`config.mk`:
```
export PLATFORM = sky130hd
export DESIGN_NAME = stream_width_down
export DESIGN_NICKNAME = d
export VERILOG_FILES = /design/src/rtl/stream_width_down.sv
export SDC_FILE = /design/constraint.sdc
export NUM_CORES = 1
export LEC_CHECK = 0
export ABC_AREA = 1
export CELL_PAD_IN_SITES_DETAIL_PLACEMENT = 1
export CELL_PAD_IN_SITES_GLOBAL_PLACEMENT = 1
export CORE_ASPECT_RATIO = 0.75
export CORE_MARGIN = 1.5
export CORE_UTILIZATION = 35
export CTS_CLUSTER_DIAMETER = 60
export DETAILED_ROUTE_END_ITERATION = 7
export PLACE_DENSITY_LB_ADDON = 0.1
export SYNTH_ARGS = -nofsm -noshare
export SYNTH_HDL_FRONTEND = slang
export SYNTH_SLANG_ARGS = --single-unit
```
`constraint.sdc`:
```
create_clock -name clk -period 2.8 [get_ports clk]
set_clock_uncertainty 0.1 [all_clocks]
set_input_delay 0.56 -clock clk [delete_from_list [all_inputs] [get_ports clk]]
set_output_delay 0.56 -clock clk [all_outputs]
set_load 0.01 [all_outputs]
```
`src/rtl/stream_width_down.sv`:
```
// Splits each upstream FWFT word into RATIO narrower chunks on a valid/ready
// stream; the next word is popped on the last accepted chunk so words run gap-free.
module stream_width_down #(
   parameter int IN_WIDTH  = 32,
   parameter int RATIO     = 4,
   parameter int MSB_FIRST = 0
) (
   input  logic                      clk,
   input  logic                      rst_n,
   input  logic [IN_WIDTH-1:0]       in_data,
   input  logic                      in_empty,
   output logic                      in_ena,
   output logic [IN_WIDTH/RATIO-1:0] out_data,
   output logic                      out_valid,
   input  logic                      out_ready,
   output logic                      out_last
);
   localparam int OUT_WIDTH = IN_WIDTH / RATIO;
   localparam int CNT_WIDTH = $clog2(RATIO);
   localparam logic [CNT_WIDTH-1:0] K_LAST = CNT_WIDTH'(RATIO - 1);

   typedef enum logic {IDLE, SHIFT} state_t;

   state_t                state_reg, state_next;
   logic [CNT_WIDTH-1:0]  k_reg;
   logic [IN_WIDTH-1:0]   shift_reg, shift_next;
   logic                  accept, at_last, load;

   always_ff @(posedge clk) begin
      if (!rst_n)
         state_reg <= IDLE;
      else
         state_reg <= state_next;
   end

   always_comb begin
      state_next = state_reg;
      case (state_reg)
         IDLE:  if (!in_empty) state_next = SHIFT;
         SHIFT: if (accept && at_last) state_next = in_empty ? IDLE : SHIFT;
         default: state_next = IDLE;
      endcase
   end

   always_comb begin
      out_valid = (state_reg == SHIFT);
      accept    = out_valid && out_ready;
      at_last   = (k_reg == K_LAST);
      out_last  = out_valid && at_last;
      // Pop only when the held word is gone (or about to be) and never in reset.
      load      = rst_n && !in_empty && (state_reg == IDLE || (accept && at_last));
      in_ena    = load;
   end

   always_ff @(posedge clk) begin
      if (!rst_n)
         k_reg <= '0;
      else if (load)
         k_reg <= '0;
      else if (accept && !at_last)
         k_reg <= k_reg + CNT_WIDTH'(1);
   end

   always_ff @(posedge clk) begin
      if (load)
         shift_reg <= in_data;
      else if (accept && !at_last)
         shift_reg <= shift_next;
   end

   if (MSB_FIRST != 0) begin : g_msb
      assign out_data   = shift_reg[IN_WIDTH-1 -: OUT_WIDTH];
      assign shift_next = shift_reg << OUT_WIDTH;
   end else begin : g_lsb
      assign out_data   = shift_reg[OUT_WIDTH-1:0];
      assign shift_next = shift_reg >> OUT_WIDTH;
   end
endmodule

```
## Yosys cells after proc, flatten, opt, wreduce, memory -nomap -nowiden

Index checks and enable logic that the tools add are counted.

| storage, ports and cells | value |
|---|---|
| register bits | 35 |
| word-level logic and storage cells | 23 |
| output and inout bits | 11 |

| cells by class | value |
|---|---|
| bitwise logic cells | 2 |
| multiplexer cells | 5 |
| reductions and logical operators | 11 |
| equal/unequal tests | 1 |
| add/subtract/negate cells | 1 |

Operators with widths:

| cell | count |
|---|---|
| $mux 32 | 2 |
| $logic_and 1x1->1 | 6 |
| $add 2x1->2 const B | 1 |
| $eq 2x2->1 const B | 1 |
| $logic_not 1->1 | 2 |
| $mux 1 | 2 |
| $not 1->1 | 2 |
| $pmux 1 s2 | 1 |
| $reduce_bool 2->1 | 1 |
| $reduce_or 2->1 | 1 |
| $logic_or 1x1->1 | 1 |

## Logic depth before layout (Yosys ltp)

| depth | value |
|---|---|
| word-level depth | 5 |
| gate-level depth with buffers | 8 |
| mapped depth without buffers | 7 |

## Worst setup path after synthesis

OpenSTA, ideal clock, no wires.

| path | value |
|---|---|
| path type | input-to-reg |
| from | input rst_n |
| to | register shift_reg[0] (enable) |
| path slack | 0.622 ns |
| library setup time | 0.389 ns |
| buffers on the path | 1 |
| data required time | 2.311 ns |
| arrival | 1.688 ns |
| cell stages on the path | 5 |
| path through | inv_1 nor2_2 nand2_4 buf_4 nand2_1 |

| between the ends | value |
|---|---|
| word-level cells in the longest chain between the ends | 3 |

Ends and longest elaborated chain:

| what | line | source |
|---|---|---|
| start: declaration | 9 | `input logic rst_n,` |
| $logic_and 1x1->1 (2 in a row) | 51 | `load = rst_n && !in_empty && (state_reg == IDLE \|\| (accept && at_last));` |
| $reduce_bool 2->1 (no source line) | - |  |
| end signal: assignment | 66 | `shift_reg <= in_data;` |
| end signal: assignment | 68 | `shift_reg <= shift_next;` |
| end: declaration | 26 | `logic [IN_WIDTH-1:0] shift_reg, shift_next;` |

No other way between the ends.
A chain may end at the register's enable or synchronous reset.

## Worst setup path in the final report

| path | value |
|---|---|
| from | input out_ready |
| to | output in_ena |

| between the ends | value |
|---|---|
| word-level cells in the longest chain between the ends | 4 |

Ends and longest elaborated chain:

| what | line | source |
|---|---|---|
| start: declaration | 15 | `input logic out_ready,` |
| $logic_and 1x1->1 | 47 | `accept = out_valid && out_ready;` |
| $logic_and 1x1->1 | 51 |  |
| $logic_or 1x1->1 | 51 |  |
| $logic_and 1x1->1 | 51 |  |
| end: declaration | 12 | `output logic in_ena,` |

No other way between the ends.

==> impl_metrics.env <==
export IMPL_area_growth_pct=33.5
export IMPL_clock_sinks=35
export IMPL_crit_chain="clkdlybuf4s50_1, nand2_1, nand2_2, nand2_4, inv_4, clkdlybuf4s50_1"
export IMPL_cpPeakStageDelay_ps=540
export IMPL_r2r_start="k_reg[0]"
export IMPL_die_w_um=80.7
export IMPL_reg2reg_slack_ps=950
export IMPL_yosys_area_top_type="edfxtp_1"
export IMPL_yosysWarnings=0
export IMPL_setup_ws_ps=213
export IMPL_hold_depth=2
export IMPL_antenna_found_initial=0
export IMPL_critPathMostFrequentCell="clkdlybuf4s50_1"
export IMPL_placed_area_sq_mm=0.00205
export IMPL_detail_route_antenna_nets=0
export IMPL_synth_nets=199
export IMPL_critPathSlowestCell="clkdlybuf4s50_1"
export IMPL_finalCritPeriodShare_pct=92.4
export IMPL_max_freq_mhz=387
export IMPL_post_cts_setup_buffers=0
export IMPL_finalNonFillerCells=259
export IMPL_hold_violations=0
export IMPL_track_usage_pct=13.6
export IMPL_port_buffers=46
export IMPL_hold_buffers=0
export IMPL_die_height_um=61.3
export IMPL_ios=47
export IMPL_start_kind="primary input"
export IMPL_dieArea_sq_mm=0.00495
export IMPL_rows=20
export IMPL_synth_area_per_cell_sq_um=9.79
export IMPL_hp_start="shift_reg[21]"
export IMPL_finalSetupTns_ps=0
export IMPL_ys_types=15
export IMPL_slew_violations=0
export IMPL_total_power_mw=1.11
export IMPL_dpl_worst_slack_ps=213
export IMPL_crit_required_ps=2140
export IMPL_reg2regPathDepth=7
export IMPL_num_antenna_cells=0
export IMPL_grt_pass1_vias=1176
export IMPL_status="complete, no violations"
export IMPL_fin_nets=242
export IMPL_cts_inserted_buffers=5
export IMPL_peakVddDrop_mv=0.232
export IMPL_grt_max_degree=35
export IMPL_root_buffer="clkbuf_8"
export IMPL_syn_area_sq_mm=0.00159
export IMPL_routed_via_density=4.43
export IMPL_nFillCells=470
export IMPL_synthCells=162
export IMPL_vias=1147
export IMPL_synth_seq_cells=35
export IMPL_power_density_mw_per_mm2=523
export IMPL_place_inst=253
export IMPL_cts_resized=0
export IMPL_clkLatencyLatePin_ps=270
export IMPL_grt_pass1_wl_um=4940
export IMPL_arrival_ps=1930
export IMPL_finalSetupViolCount=0
export IMPL_cts_max_path_buffers=2
export IMPL_hold_path_class="flop to flop"
export IMPL_core_area_sq_mm=0.00420
export IMPL_largest_register_ffs=32
export IMPL_grt_overflow=0
export IMPL_power_leakage_nw=0.930
export IMPL_synth_top_cells_by_area="edfxtp_1 61%, nand2_1 19%, buf_4 5.2%, dfxtp_1 3.8%, inv_1 3.3%"
export IMPL_rsz0062_at_grt="false"
export IMPL_path_max_fanout=4
export IMPL_hold_end="shift_reg[13]"
export IMPL_drt_total_wl_um=3040
export IMPL_drt_iter0_drc=61
export IMPL_slew_headroom_pct=77.9
export IMPL_drtPass1Iterations=4
export IMPL_drt_wirelength_per_cell_um=11.7
export IMPL_final_common_cell="nand2_1"
export IMPL_final_cell_mix="81 x nand2_1, 46 x clkdlybuf4s50_1, 32 x edfxtp_1"
export IMPL_clk_pin_slew_ps=70
export IMPL_yosysTopAreaCellShare_pct=60.6
export IMPL_tightest_slew_ps=331
export IMPL_drive_above_1_share_pct=5.88
export IMPL_post_route_cell_area_sq_mm=0.00212
export IMPL_cts_tree="done"
export IMPL_gp_congestion=0.745
export IMPL_worstSetupPathType="primary input to output port"
export IMPL_initial_core_util_pct=37.7
export IMPL_critPathTopFamily="buffers and inverters"
export IMPL_worst_setup_path_end_kind="output port"
export IMPL_seq_area_frac_synth_pct=64.4
export IMPL_drc=0
export IMPL_period_needed_ps=2590
export IMPL_regToRegEndpoint="shift_reg[10]"
export IMPL_hpwl_um=2190
export IMPL_drv_cap=0
export IMPL_crit_buf_inv=3
export IMPL_htree_levels=2
## tightest hold or removal path, stage by stage (launching register included)
cell and delay, ps:
edfxtp_1 320, nand2_1 50, nand2_1 50
## cell families after synthesis
kind of cell               after synthesis  synth area share, %
and+or+nand+nor                         96                 23.9
buffers and inverters                   28                 10.3
AOI/OAI and AO/OA                        2                0.631
adders and majority gates                1                0.789
DFF                                     35                 64.4
## synthesized netlist by cell type
cell	count
a21oi_1	2
dfxtp_1	3
edfxtp_1	32
nor2_1	9
nand2_2	1
nand3_1	1
nand2_4	1
buf_4	11
ha_1	1
inv_1	14
nand2_1	81
nor2_2	1
nand4_1	2
inv_4	1
buf_6	2
## power by group
group          leakage, nW  internal [mW]  switching [mW]
registers            0.336          0.617          0.0110
logic                0.557         0.0856          0.0715
clock network       0.0371          0.165           0.157
## final cells by class
cell class                      instances  area [sq um]  share of cell area [%]
Inverter                               15          58.8                    2.78
Tap cell                               55          68.8                    3.25
Sequential cell                        35          1020                    48.2
Multi-Input combinational cell         99           402                    19.0
Clock buffer                            6          72.6                    3.43
Timing Repair Buffer                   49           495                    23.4
## metal layers
layer | part of all wire [%] | GRT usage (%)
met4 | 0.76 | 6.16
met5 | 0 | 0
met3 | 6.3 | 4.89
met1 | 42 | 14.1
met2 | 51 | 25.5
## worst max-delay path by stage
stage / start / to / slack, ps / cells after the start
after CTS: out_ready / in_ena / 200 / 6
after global placement: out_ready / in_ena / 260 / 6
after global routing: out_ready / in_ena / 160 / 6
after detailed placement: out_ready / in_ena / 210 / 6
final: out_ready / in_ena / 210 / 6
after floorplan: rst_n / shift_reg[0] / 620 / 5
## per-stage QoR
step | hold slack [ps] | util, %
floorplan | 394 | -
global placement | 403 | 48.7
detailed placement | 409 | 48.7
CTS | 425 | 50.4
global route | 435 | 50.4
finish | 420 | 50.4
Note: power is estimated with default switching activity, not from simulation.
